==> src/rtl/serial_subtractor.sv <==
// Bit-serial two's-complement subtractor: diff = a - b, one bit per clock LSB first via a + ~b + 1.
// Latency WIDTH cycles from accepted start to done; start is ignored while busy (no queuing).
module serial_subtractor #(
  parameter int WIDTH = 8
) (
  input  logic             clk,
  input  logic             rst_n,
  input  logic             start,
  input  logic [WIDTH-1:0] a,
  input  logic [WIDTH-1:0] b,
  output logic             busy,
  output logic             done,
  output logic [WIDTH-1:0] diff,
  output logic             overflow,
  output logic             borrow
);

  localparam int CW = (WIDTH > 2) ? $clog2(WIDTH) : 1;

  typedef enum logic [1:0] {
    IDLE  = 2'd0,
    SHIFT = 2'd1,
    DONE  = 2'd2
  } state_t;

  state_t           state, state_nxt;
  logic [WIDTH-1:0] a_sr, b_sr, r_sr;
  logic [WIDTH-1:0] r_nxt;
  logic [CW-1:0]    cnt;
  logic             c, c_nxt, s;
  logic             a_msb, b_msb;
  logic             last_bit;

  // Single full-adder cell on the current LSBs.
  always_comb begin
    s        = a_sr[0] ^ b_sr[0] ^ c;
    c_nxt    = (a_sr[0] & b_sr[0]) | (a_sr[0] & c) | (b_sr[0] & c);
    r_nxt    = {s, r_sr[WIDTH-1:1]};
    last_bit = (cnt == CW'(WIDTH - 1));
  end

  always_ff @(posedge clk) begin
    if (!rst_n) state <= IDLE;
    else        state <= state_nxt;
  end

  always_comb begin
    state_nxt = state;
    case (state)
      IDLE:    if (start) state_nxt = SHIFT;
      SHIFT:   if (last_bit) state_nxt = DONE;
      DONE:    state_nxt = IDLE;
      default: state_nxt = IDLE;
    endcase
  end

  always_ff @(posedge clk) begin
    if (!rst_n) begin
      a_sr     <= '0;
      b_sr     <= '0;
      r_sr     <= '0;
      cnt      <= '0;
      c        <= 1'b0;
      a_msb    <= 1'b0;
      b_msb    <= 1'b0;
      diff     <= '0;
      overflow <= 1'b0;
      borrow   <= 1'b0;
    end else begin
      case (state)
        IDLE: begin
          if (start) begin
            a_sr  <= a;
            b_sr  <= ~b;
            r_sr  <= '0;
            c     <= 1'b1;
            cnt   <= '0;
            a_msb <= a[WIDTH-1];
            b_msb <= b[WIDTH-1];
          end
        end
        SHIFT: begin
          a_sr <= a_sr >> 1;
          b_sr <= b_sr >> 1;
          r_sr <= r_nxt;
          c    <= c_nxt;
          cnt  <= cnt + CW'(1);
          // The final bit is still in flight at this edge, so load from the next-state values.
          if (last_bit) begin
            diff     <= r_nxt;
            borrow   <= ~c_nxt;
            overflow <= (a_msb != b_msb) && (s != a_msb);
          end
        end
        default: ;
      endcase
    end
  end

  assign busy = (state == SHIFT);
  assign done = (state == DONE);

endmodule

==> config.mk <==
export PLATFORM = sky130hd
export DESIGN_NAME = serial_subtractor
export DESIGN_NICKNAME = d
export VERILOG_FILES = /design/src/rtl/serial_subtractor.sv
export SDC_FILE = /design/constraint.sdc
export NUM_CORES = 1
export LEC_CHECK = 0
export ABC_AREA = 0
export CORE_ASPECT_RATIO = 0.75
export CORE_MARGIN = 2
export CORE_UTILIZATION = 46
export DETAILED_ROUTE_END_ITERATION = 7
export MAX_ROUTING_LAYER = met4
export PLACE_DENSITY = 0.8
export SETUP_SLACK_MARGIN = 0.5
export SLEW_MARGIN = 20
export SYNTH_ARGS = -nofsm -noshare
export SYNTH_HDL_FRONTEND = slang
export SYNTH_SLANG_ARGS = --single-unit
==> constraint.sdc <==
create_clock -name clk -period 1.4 [get_ports clk]
set_input_delay 0.28 -clock clk [delete_from_list [all_inputs] [get_ports clk]]
set_output_delay 0.28 -clock clk [all_outputs]
set_load 0.005 [all_outputs]
Word-level counts from Yosys, hierarchy flattened. Index checks and enable logic that the tools add are counted.

Input bits: 19. ROM bits: 0. Memories kept: 0. Memory bits (writable): 0. Bits in registers: 42. Latch bits: 0. Output and inout bits: 12.

$add $sub $neg: 1. Magnitude comparators: 0. Shifts and indexed selects: 0. Reduce and logical (&&, ||, !) cells: 7. Bitwise gates (word level): 9. Equal/unequal tests: 7. Multiply operators: 0. Mux-type cells: 13. Div/mod/pow operators: 0.

Operators with widths (number): $pmux W8 S2 (3); $mux W8 (3); $not A8 Y8 (1); $reduce_and A2 Y1 (4); $pmux W3 S2 (1); $mux W2 (2); $pmux W2 S2 (1); $add A3 B1 Y3 const B (1); $and A1 B1 Y1 (3); $eq A3 B3 Y1 const B (1); $mux W3 (1); $eq A2 B1 Y1 const B (1); $eq A2 B2 Y1 const B (1); $logic_not A2 Y1 (1); $ne A1 B1 Y1 (2); $ne A2 B1 Y1 const B (1); $ne A2 B2 Y1 const B (1); $or A1 B1 Y1 (2); $pmux W1 S2 (1); $reduce_bool A2 Y1 (1); $xor A1 B1 Y1 (2); $logic_and A1 B1 Y1 (1); $mux W1 (1); $not A1 Y1 (1).

Logic depth before layout (Yosys ltp).
Depth in word-level cells: 4. Gate-level depth with buffers: 6. Depth with buffers taken out: 5.

Worst setup path after synthesis. OpenSTA, ideal clock, no wires.

Path type: flip-flop to flip-flop. Start point: reg c. End point: reg overflow. Buffers on the path: 0. Slack: -0.084 ns. Stages on the path, launching flop included: 4. Arrival time: 1.409 ns. Setup time: 0.074 ns. Period minus slack after synthesis: 1.484 ns. Cells stage by stage: dfxtp_1 > fa_1 > or3b_2 > a31oi_1.

Cells in the longest elaborated chain, start to end: 3.

Ends and longest elaborated chain: from (decl) (RTL line 30) `logic c, c_nxt, s;`; from (signal assigned) (RTL line 86) `c <= c_nxt;`; $xor A1 B1 Y1 (RTL line 36) `s = a_sr[0] ^ b_sr[0] ^ c;`; via s (RTL line 30); $ne A1 B1 Y1 (RTL line 92) `overflow <= (a_msb != b_msb) && (s != a_msb);`; $logic_and A1 B1 Y1 (RTL line 92); to (signal assigned) (RTL line 92); to (decl) (RTL line 14) `output logic overflow,`.

The timed path passes the listed nets, and every way through them passes these cells. A chain may end at the register's enable or synchronous reset.

Worst setup path after layout. Same ends and word-level chain as after synthesis.

==> results.toml <==
[outcome]
status = "finished with violations"
violations = "negative setup slack"

[critical_path]
cp-end-kind = "register"
path_max_fanout = 2
cp_slowest_cell = "fa_2"
required_ns = 1.63
worstSetupPathType = "register to register"
arrival_ns = 1.72
path_cells = "fa_2, or3b_4, a31oi_4"
crit_buf_inv = 0
critPathLaunchType = "register"
critical_path.top_delay_family = "adder cells"
critPathMaxStageDelay_ns = 0.49

[detailed_routing]
vias_per_cell = 5.47
route.met3.wl_um = 241
wl_met2_mm = 2.77
top_layer = "met4"
vias = 1722
wirelength_mm = 5.72
postRouteAntennaNets = 0
wl_met1_mm = 2.55
drcViolationCount = 0
drt-wirelength-per-cell_um = 18.2
first_pass_iters = 4
drt-initial-drc-count = 124

[yosys]
synth_cell_type_count = 32
synthTopCellsByArea = "dfxtp_1 47%, nor2_1 6.7%, a21oi_1 5.8%"
yosysSeqAreaShare = 0.472
synthCells = 196
syn_area_um2 = 1740
yosys_register_bits = 41
yosys.area.top_type = "dfxtp_1"
syn_nets = 218
synth_area_per_cell_um2 = 8.88
yosys_warnings = 0
netlist.area_leader.share = 0.472

[sta]
finalSetupViolations = 2
maxSlewHeadroom = 0.711
fmax_mhz = 671
final.setup.tns_ns = -0.135
worst_slew_pin_slew_ns = 0.433
hold_viol_final = 0
fin_ws_ns = -0.0907
finalCritPeriodShare = 1.06
finClkSkew_ns = 0.00421
hold-worst-slack_ns = 0.454
rsz0062_at_grt = "true"
maxSlewViolCount = 0
layout_min_cycle_time_ns = 1.49

[job]
drv_cap = 0

[power_and_ir_drop]
pwr-share-seq = 0.450
p_comb_frac = 0.190
pwr-share-clk = 0.360
internal_power_mw = 2.08
p_switching_uw = 715
p_leak_nw = 1.25
vdd_ir_drop_max_uv = 798
swShare = 0.256
power.density_nw_per_um2 = 938

[clock_network]
cts_root_buf = "clkbuf_8"
clockBufferDepth = 2
cts_hold_buf = 0
cts_tree = "built"
path_clk_slew_ns = 0.08
htree_levels = 2
clkSinkCount = 41
clock_latency_ns = 0.30
cts_buffers = 5

[floorplanning]
fp.dieW_um = 75.0
ios = 31
die_h_um = 57.3
die-area_um2 = 4300
start_util = 0.479
rows = 19
core_um2 = 3640

[global_route]
grt_pass1_wl_mm = 7.85
grt_max_degree = 31
antenna_found_initial = 0
globalRouteOverflowTotal = 0
grt_pass1_vias = 1649
grt_usage = 0.251

[place]
hpwlAfterDp_mm = 2.50
gp_congestion = 0.744
port_buffers = 30
placed_cell_area_um2 = 2290

[cells_and_area]
final_cell_mix = "26 x dfxtp_1, 24 x nor2_1, 19 x buf_6, 17 x clkdlybuf4s50_1, 15 x buf_4"
area_growth_pct = 71.0
layout-drive-gt1-share = 0.570
final_common_cell = "dfxtp_1"
fin_util = 0.818
fill_cells = 204
diodes = 0
nNetsFinal = 284
postLayoutCellArea_um2 = 2980

[min_path]
hp-class = "register to register"
## cells in the mapped netlist (all sizes together)
master   n
or3b     1
or4b     1
nor3     1
and2     7
fa       1
nor2b    1
nand3b   2
nor3b    1
and3b    1
a22oi    9
a21oi   20
nand2   24
o2111a   2
inv      3
o21ba    1
mux2i    7
ha       2
and2b    1
nand2b   5
o21bai   1
o21ai   10
a31oi    1
clkbuf   1
nor2    31
a211oi   8
dfxtp   41
buf     13
## worst paths after layout
kind | startpoint | end | slack (ns) | cells past startpoint
hold / removal | diff[7] | diff[7] | 0.45 | 2
setup reg to reg | c | overflow | -0.09 | 3
hold reg to reg | diff[7] | diff[7] | 0.45 | 2
setup / recovery | c | overflow | -0.09 | 3
## logic make-up after synthesis
family | synth area share
compound gates | 0.196
fa+ha+maj | 0.0259
buf+inv | 0.0604
flops | 0.472
mux | 0.0403
simple gates | 0.206
## worst reg2reg max path, stage by stage, from the launching register on
cell and delay [ns]:
dfxtp_1 0.36, fa_2 0.49, or3b_4 0.41, a31oi_4 0.17
## registers in the layout, summed over array words and instances, names as in the netlist
name,count
r_sr,7
a_sr,8
b_msb,1
a_msb,1
cnt,3
b_sr,8
c,1
diff,8
borrow,1
overflow,1
state,2
## power groups by stage
| stage | clock (mW) | combinational, mW | sequential [mW] |
|---|---|---|---|
| floorplan | 0 | 0.234 | 1.27 |
| CTS | 0.987 | 0.444 | 1.25 |
| global placement | 0 | 0.331 | 1.28 |
| finish | 1.01 | 0.530 | 1.26 |
| detailed placement | 0 | 0.341 | 1.28 |
| global route | 1.05 | 0.558 | 1.26 |
## timing repair
item                                    CTS  global route
endpoints found under the setup margin   53            53
resized for setup                       102            50
cloned                                    4             0
setup buffers                            17             7
pin swaps                                10            20
## metrics by stage
stage | total power [mW] | cells | setup slack, ns
after floorplan | 1.50 | 196 | 0.0181
after global placement | 1.61 | 279 | -0.168
after detailed placement | 1.62 | 279 | -0.230
after CTS | 2.68 | 308 | -0.0560
after global routing | 2.87 | 315 | -0.119
final | 2.79 | 315 | -0.0907
## layout make-up
cell class	count	area, um2	share of cell area
clock buffers	7	86.3	0.0290
clock inverters	1	30.0	0.0101
inverters	3	11.3	0.00378
multi-input cells	141	1220	0.410
flip-flops and latches	41	845	0.284
well taps	52	65.1	0.0219
repair buffers	70	717	0.241
## layer usage
| layer | up-vias | GRT usage |
|---|---|---|
| li1 | 811 | - |
| met1 | 837 | 0.326 |
| met2 | 55 | 0.392 |
| met3 | 19 | 0.0477 |
| met4 | 0 | 0.0867 |
| met5 | - | - |
(Power assumes the default switching activity.)
